`src/rtl/ads1672_pkg.sv`:
```
// Shared constants and FSM state type for the ADS1672 serial capture controller.
package ads1672_pkg;

    localparam int unsigned DATA_WIDTH       = 24;
    localparam int unsigned SCLK_DIV_DEF     = 4;
    localparam int unsigned DRDY_TIMEOUT_DEF = 65535;

    typedef enum logic [2:0] {
        StIdle,
        StStartup,
        StWaitDrdy,
        StFrame,
        StShift,
        StEmit,
        StStop
    } state_e;

endpackage

```
`src/rtl/ads1672_sclk_gen.sv`:
```
// Serial clock divider: free-runs 0..SCLK_DIV-1 while enabled, parks at 0 otherwise.
module ads1672_sclk_gen #(
    parameter int unsigned SCLK_DIV = ads1672_pkg::SCLK_DIV_DEF
) (
    input  logic clk_i,
    input  logic rst_ni,
    input  logic en_i,
    output logic clkx_o,
    output logic wrap_o
);

    localparam int unsigned CntW = $clog2(SCLK_DIV);

    logic [CntW-1:0] cnt_q, cnt_d;
    logic            clkx_q;

    assign wrap_o = en_i && (cnt_q == CntW'(SCLK_DIV - 1));

    always_comb begin
        cnt_d = '0;
        if (en_i && !wrap_o) begin
            cnt_d = cnt_q + CntW'(1);
        end
    end

    // clkx is registered from the next count so it stays aligned with cnt_q and glitch-free.
    always_ff @(posedge clk_i) begin
        if (!rst_ni) begin
            cnt_q  <= '0;
            clkx_q <= 1'b0;
        end else begin
            cnt_q  <= cnt_d;
            clkx_q <= (cnt_d >= CntW'(SCLK_DIV / 2));
        end
    end

    assign clkx_o = clkx_q;

endmodule

```
`src/rtl/ads1672_ctrl.sv`:
```
// ADS1672 burst controller: waits for DRDY, frames and shifts in one word per conversion.
module ads1672_ctrl #(
    parameter int unsigned DATA_WIDTH   = ads1672_pkg::DATA_WIDTH,
    parameter int unsigned SCLK_DIV     = ads1672_pkg::SCLK_DIV_DEF,
    parameter int unsigned DRDY_TIMEOUT = ads1672_pkg::DRDY_TIMEOUT_DEF
) (
    input  logic                  clk_i,
    input  logic                  rst_ni,
    input  logic                  measure_i,
    input  logic [15:0]           num_samples_i,
    input  logic                  abort_i,
    output logic                  clkx_o,
    output logic                  fsx_o,
    input  logic                  drr_i,
    input  logic                  drdy_n_i,
    output logic                  start_o,
    output logic [DATA_WIDTH-1:0] data_out_o,
    output logic                  data_valid_o,
    output logic                  busy_o,
    output logic                  timeout_o
);

    import ads1672_pkg::*;

    localparam int unsigned BitW = $clog2(DATA_WIDTH);
    localparam int unsigned TmoW = $clog2(DRDY_TIMEOUT + 1);

    state_e                state_q;
    logic [2:0]            sync_q;
    logic [TmoW-1:0]       tmo_q;
    logic [BitW-1:0]       bit_q;
    logic [15:0]           rem_q;
    logic [DATA_WIDTH-1:0] shift_q;
    logic [DATA_WIDTH-1:0] data_q;
    logic                  valid_q;
    logic                  fsx_q;
    logic                  start_q;
    logic                  timeout_q;
    logic                  sclk_en;
    logic                  sclk_wrap;
    logic                  drdy_evt;

    assign sclk_en  = (state_q == StFrame) || (state_q == StShift);
    assign drdy_evt = sync_q[2] & ~sync_q[1];

    ads1672_sclk_gen #(
        .SCLK_DIV (SCLK_DIV)
    ) u_sclk_gen (
        .clk_i  (clk_i),
        .rst_ni (rst_ni),
        .en_i   (sclk_en),
        .clkx_o (clkx_o),
        .wrap_o (sclk_wrap)
    );

    always_ff @(posedge clk_i) begin
        if (!rst_ni) begin
            state_q   <= StIdle;
            sync_q    <= 3'b111;
            tmo_q     <= '0;
            bit_q     <= '0;
            rem_q     <= '0;
            shift_q   <= '0;
            data_q    <= '0;
            valid_q   <= 1'b0;
            fsx_q     <= 1'b0;
            start_q   <= 1'b0;
            timeout_q <= 1'b0;
        end else begin
            sync_q  <= {sync_q[1:0], drdy_n_i};
            valid_q <= 1'b0;
            unique case (state_q)
                StIdle: begin
                    if (measure_i) begin
                        state_q   <= StStartup;
                        rem_q     <= (num_samples_i == 16'd0) ? 16'd1 : num_samples_i;
                        timeout_q <= 1'b0;
                        start_q   <= 1'b1;
                        tmo_q     <= '0;
                    end
                end
                // tmo_q doubles as the two-cycle startup counter.
                StStartup: begin
                    if (tmo_q == TmoW'(1)) begin
                        state_q <= StWaitDrdy;
                        tmo_q   <= '0;
                    end else begin
                        tmo_q <= tmo_q + TmoW'(1);
                    end
                end
                StWaitDrdy: begin
                    if (drdy_evt) begin
                        state_q <= StFrame;
                        fsx_q   <= 1'b1;
                    end else if (tmo_q == TmoW'(DRDY_TIMEOUT - 1)) begin
                        state_q   <= StStop;
                        timeout_q <= 1'b1;
                        start_q   <= 1'b0;
                    end else begin
                        tmo_q <= tmo_q + TmoW'(1);
                    end
                end
                StFrame: begin
                    if (sclk_wrap) begin
                        state_q <= StShift;
                        fsx_q   <= 1'b0;
                        bit_q   <= '0;
                    end
                end
                StShift: begin
                    if (sclk_wrap) begin
                        shift_q <= {shift_q[DATA_WIDTH-2:0], drr_i};
                        if (bit_q == BitW'(DATA_WIDTH - 1)) begin
                            state_q <= StEmit;
                            bit_q   <= '0;
                        end else begin
                            bit_q <= bit_q + BitW'(1);
                        end
                    end
                end
                StEmit: begin
                    data_q  <= shift_q;
                    valid_q <= 1'b1;
                    rem_q   <= rem_q - 16'd1;
                    if ((rem_q == 16'd1) || abort_i) begin
                        state_q <= StStop;
                        start_q <= 1'b0;
                    end else begin
                        state_q <= StWaitDrdy;
                        tmo_q   <= '0;
                    end
                end
                StStop: begin
                    state_q <= StIdle;
                    start_q <= 1'b0;
                end
                default: state_q <= StIdle;
            endcase
        end
    end

    assign fsx_o        = fsx_q;
    assign start_o      = start_q;
    assign data_out_o   = data_q;
    assign data_valid_o = valid_q;
    assign busy_o       = (state_q != StIdle);
    assign timeout_o    = timeout_q;

endmodule

```
`config.mk`:
```
export PLATFORM = sky130hd
export DESIGN_NAME = ads1672_ctrl
export DESIGN_NICKNAME = d
export VERILOG_FILES = /design/src/rtl/ads1672_pkg.sv /design/src/rtl/ads1672_sclk_gen.sv /design/src/rtl/ads1672_ctrl.sv
export SDC_FILE = /design/constraint.sdc
export NUM_CORES = 1
export LEC_CHECK = 0
export CAP_MARGIN = 5
export CORE_ASPECT_RATIO = 1.2
export CORE_UTILIZATION = 58
export DETAILED_ROUTE_END_ITERATION = 7
export PLACE_DENSITY = 0.82
export SYNTH_ARGS = -nofsm -noshare
export SYNTH_HDL_FRONTEND = slang
export SYNTH_SLANG_ARGS = --single-unit
```
`constraint.sdc`:
```
create_clock -name clk_i -period 4.21 [get_ports clk_i]
set_input_delay 0.842 -clock clk_i [delete_from_list [all_inputs] [get_ports clk_i]]
set_output_delay 0.842 -clock clk_i [all_outputs]
set_load 0.1 [all_outputs]
```
== Word level (Yosys, flattened, before mapping) ==
Index checks and enable logic that the tools add are counted.
Widths: inputs -> output; s select.
Cells by class
  equal/unequal tests: 23
  $lt $le $gt $ge: 1
  multiplexer cells: 36
  add/subtract/negate cells: 4
  reductions and logical operators: 22
  bitwise operators: 2
Operators with widths (count)
  $mux 16: 7
  $pmux 16 s4: 1
  $eq 16x1->1 const B: 2
  $pmux 16 s2: 1
  $mux 3: 8
  $pmux 3 s6: 1
  $add 16x1->16 const B: 1
  $eq 16x16->1 const B: 1
  $logic_not 16->1: 1
  $ne 2x2->1 const B: 8
  $sub 16x1->16 const B: 1
  $mux 5: 3
  $mux 1: 10
  $pmux 5 s2: 1
  $reduce_and 5->1: 2
  $eq 3x3->1 const B: 3
  $reduce_bool 2->1: 4
  $reduce_bool 4->1: 2
  $eq 3x2->1 const B: 2
  $ne 2x1->1 const B: 3
  $reduce_and 3->1: 2
  $reduce_and 6->1: 1
  $add 5x1->5 const B: 1
  $eq 5x5->1 const B: 1
  17 further kinds: 21
Storage, ports and cells
  register bits after elaboration: 98
  input bits: 22

== Depth between registers and ports, before layout ==
Gate-level depths: netlist of run 1.
  depth in word-level cells: 7
  gate-level depth with buffers: 9
  mapped depth without buffers: 7

== By module ==
From an unflattened synthesis of run 1, not the netlist that was laid out.
Second synthesis, totals
  cells, all modules: 553
  area total of the unflattened synthesis: 4466.8 um2
By module, submodules not included
  ads1672_ctrl: area each 4351.7 um2, instances 1, sequential area each 1901.8 um2, cells each 545
  ads1672_sclk_gen: area each 115.1 um2, instances 1, sequential area each 60.1 um2, cells each 8

== Worst setup path after synthesis of run 1 ==
OpenSTA, ideal clock, no wires.
  path type: in2reg
  start: input port abort_i
  end: register tmo_q[0]
  required time: 4140 ps
  stages: 5
  arrival time: 2347 ps
  slack: 1792 ps
  library setup time: 70 ps
  path through: nand2b_1 a211oi_4 o31ai_4 or4b_2 a21oi_1
On the way
  cells in the longest elaborated chain, start to end: 3
Ends and longest elaborated chain
  start: declaration: RTL line ads1672_ctrl.sv:11  | input logic abort_i,
  $logic_or 1x1->1: RTL line ads1672_ctrl.sv:125  | if ((rem_q == 16'd1) || abort_i) begin
  $ne 2x2->1 (no source line)
  $reduce_and 5->1 (no source line)
  end signal: assignment: RTL line ads1672_ctrl.sv:88  | tmo_q <= tmo_q + TmoW'(1);
  end signal: assignment: RTL line ads1672_ctrl.sv:100  | tmo_q <= tmo_q + TmoW'(1);
  end: declaration: RTL line ads1672_ctrl.sv:30  | logic [TmoW-1:0] tmo_q;
Every way passes these cells.
A chain may end at the register's enable or synchronous reset.

== Worst setup path in the final report of run 1 ==
  start: input port measure_i
  end: register rem_q[7]
On the way
  cells in the longest elaborated chain, start to end: 2
Ends and longest elaborated chain
  start: declaration: RTL line ads1672_ctrl.sv:9  | input logic measure_i,
  $ne 2x2->1 (no source line)
  $reduce_and 2->1 (no source line)
  end signal: assignment: RTL line ads1672_ctrl.sv:76  | rem_q <= (num_samples_i == 16'd0) ? 16'd1 : num_samples_i;
  end signal: assignment: RTL line ads1672_ctrl.sv:124  | rem_q <= rem_q - 16'd1;
  end: declaration: RTL line ads1672_ctrl.sv:32  | logic [15:0] rem_q;
Every way passes these cells.

==> impl_metrics.py, run 1 <==
metrics = {
    "clock_tree": {
        "cts_sinks": 97,
        "numCtsBuffers": 9,
        "hold_buffers": 0,
        "h-tree-depth": 3,
        "clk_path_buf_depth": 2,
        "cts_setup_buffers": 0,
        "cts_resized": 0,
        "root_buffer": "clkbuf_8",
        "clkTransAtPathRegs_ns": 0.10,
        "cts_tree": "done",
        "clock_latency_ns": 0.37,
    },
    "setup_path": {
        "crit_type": "in2reg",
        "worstPathArrival_ns": 3.19,
        "cp-end-kind": "flop",
        "crit_required_ns": 4.51,
        "critPathLaunchType": "input port",
        "cp_max_fo": 15,
    },
    "power": {
        "power.total_mw": 2.56,
        "power.density_mw_per_mm2": 494,
        "ir_worst_vdd_mv": 0.433,
        "power_leakage_nw": 1.67,
    },
    "synthesis": {
        "async_flop_share_pct": 0,
        "synth_top_area_cell": "dfxtp_1",
        "ys_seq_elements": 97,
        "synth_cell_types": 58,
        "synth_cells": 561,
        "synth-warning-count": 0,
        "synthFlopType": "dfxtp_1",
        "yosysTopAreaCellShare_pct": 43.2,
        "synth-edff-count": 0,
        "synth_area_mm2": 0.00449,
        "syn_area_per_cell_um2": 8.01,
        "syn_nets": 590,
        "ys_top_cells_by_area": "dfxtp_1 43%, nand2_1 10%, a21oi_1 8.2%",
        "yosysSeqAreaShare_pct": 43.2,
    },
    "sta": {
        "finalSetupViolCount": 0,
        "finalHoldViolations": 0,
        "rsz0062_at_grt": "no",
        "clock.fmax_mhz": 346,
        "period_needed_ns": 2.89,
        "timing.setup.tns_ns": 0,
        "drv_slew": 0,
        "post-route-period-util_pct": 68.6,
        "finClkSkew_ns": 0.0124,
        "relSlewSlack_pct": 33.4,
        "tightest_slew_ns": 0.996,
    },
    "final_layout": {
        "utilization_pct": 70.5,
        "nets": 621,
        "syn_to_final_growth_pct": 15.5,
        "num-fill-cells": 592,
        "drive_gt1_share_pct": 7.37,
        "antenna_cells": 0,
    },
    "floorplanning": {
        "num_rows": 34,
        "dieArea_mm2": 0.00811,
        "die_w_um": 82.4,
        "core-area_mm2": 0.00736,
        "io_pins": 52,
        "start_util_pct": 61.1,
        "die_h_um": 98.4,
    },
    "grt": {
        "grt_remaining_overflow": 0,
        "grt_pass1_vias": 3832,
        "antenna_found_initial": 0,
        "grt_max_degree": 71,
        "grt_pass1_wl_um": 17300,
        "grtUsageTotal_pct": 27.2,
    },
    "hold_path": {
        "holdCritPathClass": "reg2reg",
    },
    "routing": {
        "wl_per_cell_um": 15.3,
        "dr.pass1.iters": 5,
        "drc_errors": 0,
        "vias": 4181,
        "finalWirelength_um": 10500,
        "drt-initial-drc-count": 256,
        "viasPerCell": 6.09,
        "drtAntennaViolNets": 0,
    },
    "status": {
        "outcome": "finished, final reports clean",
    },
    "placement": {
        "port_buffers": 51,
        "dpl.hpwl_um": 7140,
        "place_congestion": 0.849,
    },
    "job": {
        "cap_viol_max_count": 0,
    },
}
critical path, stage by stage:
cell             delay, ns
clkdlybuf4s50_1       0.55
or4b_2                0.80
nor2_1                0.67
nand2_1               0.13
a31oi_1               0.18
per-layer routing:
layer | part of all wire [%] | GRT usage (%)
met3 | 5.4 | 5.09
met4 | 1.6 | 9.58
met1 | 43 | 33.7
met5 | 0 | 0
met2 | 50 | 46.2
power by group:
group          internal [mW]  total (mW)  switching [mW]  leakage (nW)
clock                  0.229       0.579           0.350        0.0942
combinational          0.296       0.867           0.571         0.795
sequential             0.989        1.12           0.129         0.785
total                   1.51        2.56            1.05          1.67
cells in the mapped netlist (all sizes together), types with 9 or more instances:
master    n
o31ai    12
a21oi    84
nor4     11
clkbuf   30
nor3      9
dfxtp    97
nand3    17
a31oi     9
or4      18
nor2     24
nand4    14
nand2   123
o21ai    24
stage by stage:
stage / hold WS, ns / area (µm²) / instances / setup slack, ns
final: 0.422 / 5190 / 687 / 1.32
after global routing: 0.447 / 5190 / 687 / 1.27
after CTS: 0.428 / 5190 / 687 / 1.36
after detailed placement: 0.400 / 5010 / 671 / 0.959
after global placement: 0.404 / 5010 / 671 / 1.07
after floorplan: 0.386 / 4490 / 561 / 1.79
path summary, 6_finish.rpt:
path	slack [ns]	endpoint	cells after the start	start
setup / recovery	1.32	rem_q[7]	5	measure_i
hold / removal	0.42	sync_q[1]	1	sync_q[0]
setup reg to reg	1.61	tmo_q[0]	5	state_q[0]
hold reg to reg	0.42	sync_q[1]	1	sync_q[0]
registers in the layout, indices dropped and copies added, names as in the netlist:
| name | flops |
|---|---|
| bit_q | 5 |
| data_valid_o | 1 |
| u_sclk_gen.cnt_q | 1 |
| data_out_o | 24 |
| sync_q | 3 |
| tmo_q | 16 |
| start_o | 1 |
| rem_q | 16 |
| u_sclk_gen.clkx_o | 1 |
| timeout_o | 1 |
| fsx_o | 1 |
| shift_q | 24 |
| state_q | 3 |
cell type report:
| cell class | instances | area, µm² | area share (%) |
|---|---|---|---|
| clock buffers | 10 | 128 | 2.46 |
| well taps | 90 | 113 | 2.17 |
| multi-input cells | 417 | 2360 | 45.4 |
| clock inverters | 6 | 55.1 | 1.06 |
| repair buffers | 58 | 561 | 10.8 |
| inverters | 9 | 33.8 | 0.651 |
| flip-flops and latches | 97 | 1940 | 37.4 |
cell usage in the layout (no fill, tap or decap), types with 4 or more instances in the layout:
master and count:
a21oi_1 74, a21oi_2 10, a31oi_1 9, and3_1 8, buf_4 8, clkbuf_8 9
clkdlybuf4s50_1 50, dfxtp_1 97, ha_1 7, inv_1 8, inv_6 4, nand2_1 123
nand2b_1 5, nand3_1 17, nand3b_1 4, nand4_1 14, nor2_1 24, nor3_1 8
nor4_1 11, o21ai_0 18, o21ai_1 6, o31ai_1 11, or3_1 5, or4_1 16
logic make-up after synthesis:
kind of cell,share of synthesized area (%)
AO/OA/AOI/OAI,20.3
XOR/XNOR,0.585
adder cells (fa/ha/maj),1.95
buffers and inverters,4.34
flip-flops,43.2
multiplexers,0.724
AND/OR/NAND/NOR,28.9
Power figures use the tool's default switching activity.
==> run 2: changes to the inputs <==
- CORE_UTILIZATION: 58 -> 50
- PLACE_DENSITY: 0.82 -> 0.75
- clock period: 4.21 -> 2.5 ns (I/O delays scaled with it)
==> run 2 against run 1 <==
Net effect: sequential share of layout area is 1.3 points lower; combinational power increased by 100%; register-to-register slack got worse by 1.4 ns; first-iteration DRC count increased by 0.39%; non-clock buffer count is 23 higher; routed wire length is 0.84% higher; core utilization decreased by 8.4 points; critical path depth is 2 higher; die area rose by 16%; sequential power rose by 64%; setup slack worse by 1.2 ns.
==> impl_metrics.py, run 2 (synthesis gave the netlist of run 1 again) <==
metrics = {
    "final_layout": {
        "final_common_cell": "nand2_1",
        "syn_to_final_growth_pct": 19.6,
        "final_cell_mix": "123 x nand2_1, 97 x dfxtp_1, 74 x a21oi_1",
        "nets": 644,
        "num-fill-cells": 795,
        "utilization_pct": 62.1,
        "antenna_cells": 0,
        "drive_gt1_share_pct": 15.6,
        "layout.cells.non_filler": 737,
    },
    "status": {
        "outcome": "finished, final reports clean",
    },
    "setup_path": {
        "r2r_end": "tmo_q[13]",
        "critPathLaunchType": "flop",
        "path_buf_inv": 2,
        "cp_max_fo": 7,
        "r2r_start": "rem_q[10]",
        "crit_cells": 7,
        "worstPathArrival_ns": 2.62,
        "cp-startpoint": "rem_q[10]",
        "r2r_slack_ns": 0.17,
        "cp_top_family": "simple AND/OR/NAND/NOR gates",
        "cp-end-kind": "flop",
        "crit_type": "reg2reg",
        "critPathCapture": "tmo_q[13]",
        "reg2reg_depth": 7,
        "crit_required_ns": 2.79,
        "worst_path_largest_cell_delay_ns": 0.56,
        "path_cells": "or4_4 > or4_4 > o31ai_4 > buf_4 > o21ai_1 > buf_4 > a21oi_2",
        "crit_path_top_delay_cell": "or4_4",
    },
    "clock_tree": {
        "h-tree-depth": 3,
        "cts_setup_buffers": 0,
        "hold_buffers": 0,
        "clock_latency_ns": 0.36,
        "numCtsBuffers": 9,
        "clkTransAtPathRegs_ns": 0.10,
        "root_buffer": "clkbuf_8",
        "cts_resized": 0,
        "cts_tree": "done",
        "cts_sinks": 97,
        "clk_path_buf_depth": 2,
    },
    "placement": {
        "dpl.hpwl_um": 7630,
        "placed_cells": 721,
        "port_buffers": 51,
        "place_congestion": 0.934,
        "place_ws_ns": -0.0166,
    },
    "sta": {
        "layout_setup_ws_ns": 0.169,
        "timing.setup.tns_ns": 0,
        "relSlewSlack_pct": 60.4,
        "clock.fmax_mhz": 429,
        "finalSetupViolCount": 0,
        "finalHoldViolations": 0,
        "post-route-period-util_pct": 93.3,
        "period_needed_ns": 2.33,
        "finClkSkew_ns": 0.0122,
        "drv_slew": 0,
        "whs_ns": 0.429,
        "tightest_slew_ns": 0.590,
        "rsz0062_at_grt": "no",
    },
    "routing": {
        "drt-initial-drc-count": 257,
        "viasPerCell": 5.74,
        "drc_errors": 0,
        "vias": 4234,
        "drtAntennaViolNets": 0,
        "finalWirelength_um": 10600,
        "wl_per_cell_um": 14.4,
        "dr.pass1.iters": 5,
    },
    "floorplanning": {
        "num_rows": 37,
        "die_h_um": 106,
        "io_pins": 52,
        "start_util_pct": 51.9,
        "core-area_mm2": 0.00866,
        "dieArea_mm2": 0.00937,
        "die_w_um": 88.5,
    },
    "power": {
        "ir_worst_vdd_mv": 0.339,
        "power.density_mw_per_mm2": 858,
        "power_leakage_nw": 1.86,
    },
    "hold_path": {
        "holdCritPathClass": "reg2reg",
    },
    "grt": {
        "grt_remaining_overflow": 0,
        "antenna_found_initial": 0,
        "grt_max_degree": 32,
        "grt_pass1_wl_um": 17400,
        "grt_pass1_vias": 3770,
        "grtUsageTotal_pct": 23.5,
    },
    "job": {
        "cap_viol_max_count": 0,
    },
}
## run 2: cell count changes in the layout (fill, tap and decap cells not counted)
cell and change:
buf_4 +49, clkdlybuf4s50_1 -29, buf_12 +3, inv_6 -3
clkbuf_8 +2, clkinvlp_4 +2, clkbuf_1 -1, clkinv_4 -1
inv_8 +1
## run 2: how the worst min path moves through the flow
stage	slack (ns)	start	depth (start not counted)	endpoint
2_1_floorplan	0.39	sync_q[0]	1	sync_q[1]
3_3_place_gp	0.39	sync_q[0]	1	sync_q[1]
3_5_place_dp	0.41	sync_q[0]	1	sync_q[1]
4_1_cts	0.43	sync_q[0]	1	sync_q[1]
5_1_grt	0.45	sync_q[0]	1	sync_q[1]
6_report	0.43	sync_q[0]	1	sync_q[1]
## run 2: routing by layer
layer	share of wire [%]	global-route usage [%]
met1	45	28.9
met2	51	40.5
met3	2.9	3.60
met4	1.4	8.76
met5	0	0
## run 2: layout make-up
class / count / area (µm²) / share of cell area [%]
tap: 117 / 146 / 2.72
sequential: 97 / 1940 / 36.1
multi-input combinational: 417 / 2360 / 43.9
timing repair buffer: 81 / 698 / 13.0
inverter: 9 / 33.8 / 0.628
clock inverter: 5 / 46.3 / 0.861
clock buffer: 11 / 151 / 2.82
## run 2: report_power, final
part           leakage [nW]  internal [mW]  total (mW)  switching [mW]
clock                0.0960          0.434        1.00           0.570
combinational         0.980          0.711        1.77            1.06
sequential            0.785           1.67        1.84           0.173
total                  1.86           2.81        4.61            1.80
## run 2: through the flow
stage | power [mW] | area (µm²)
4_1_cts | 4.62 | 5380
5_1_grt | 4.88 | 5380
3_3_place_gp | 3.59 | 5180
6_report | 4.61 | 5380
3_5_place_dp | 3.62 | 5180
2_1_floorplan | 3.04 | 4490
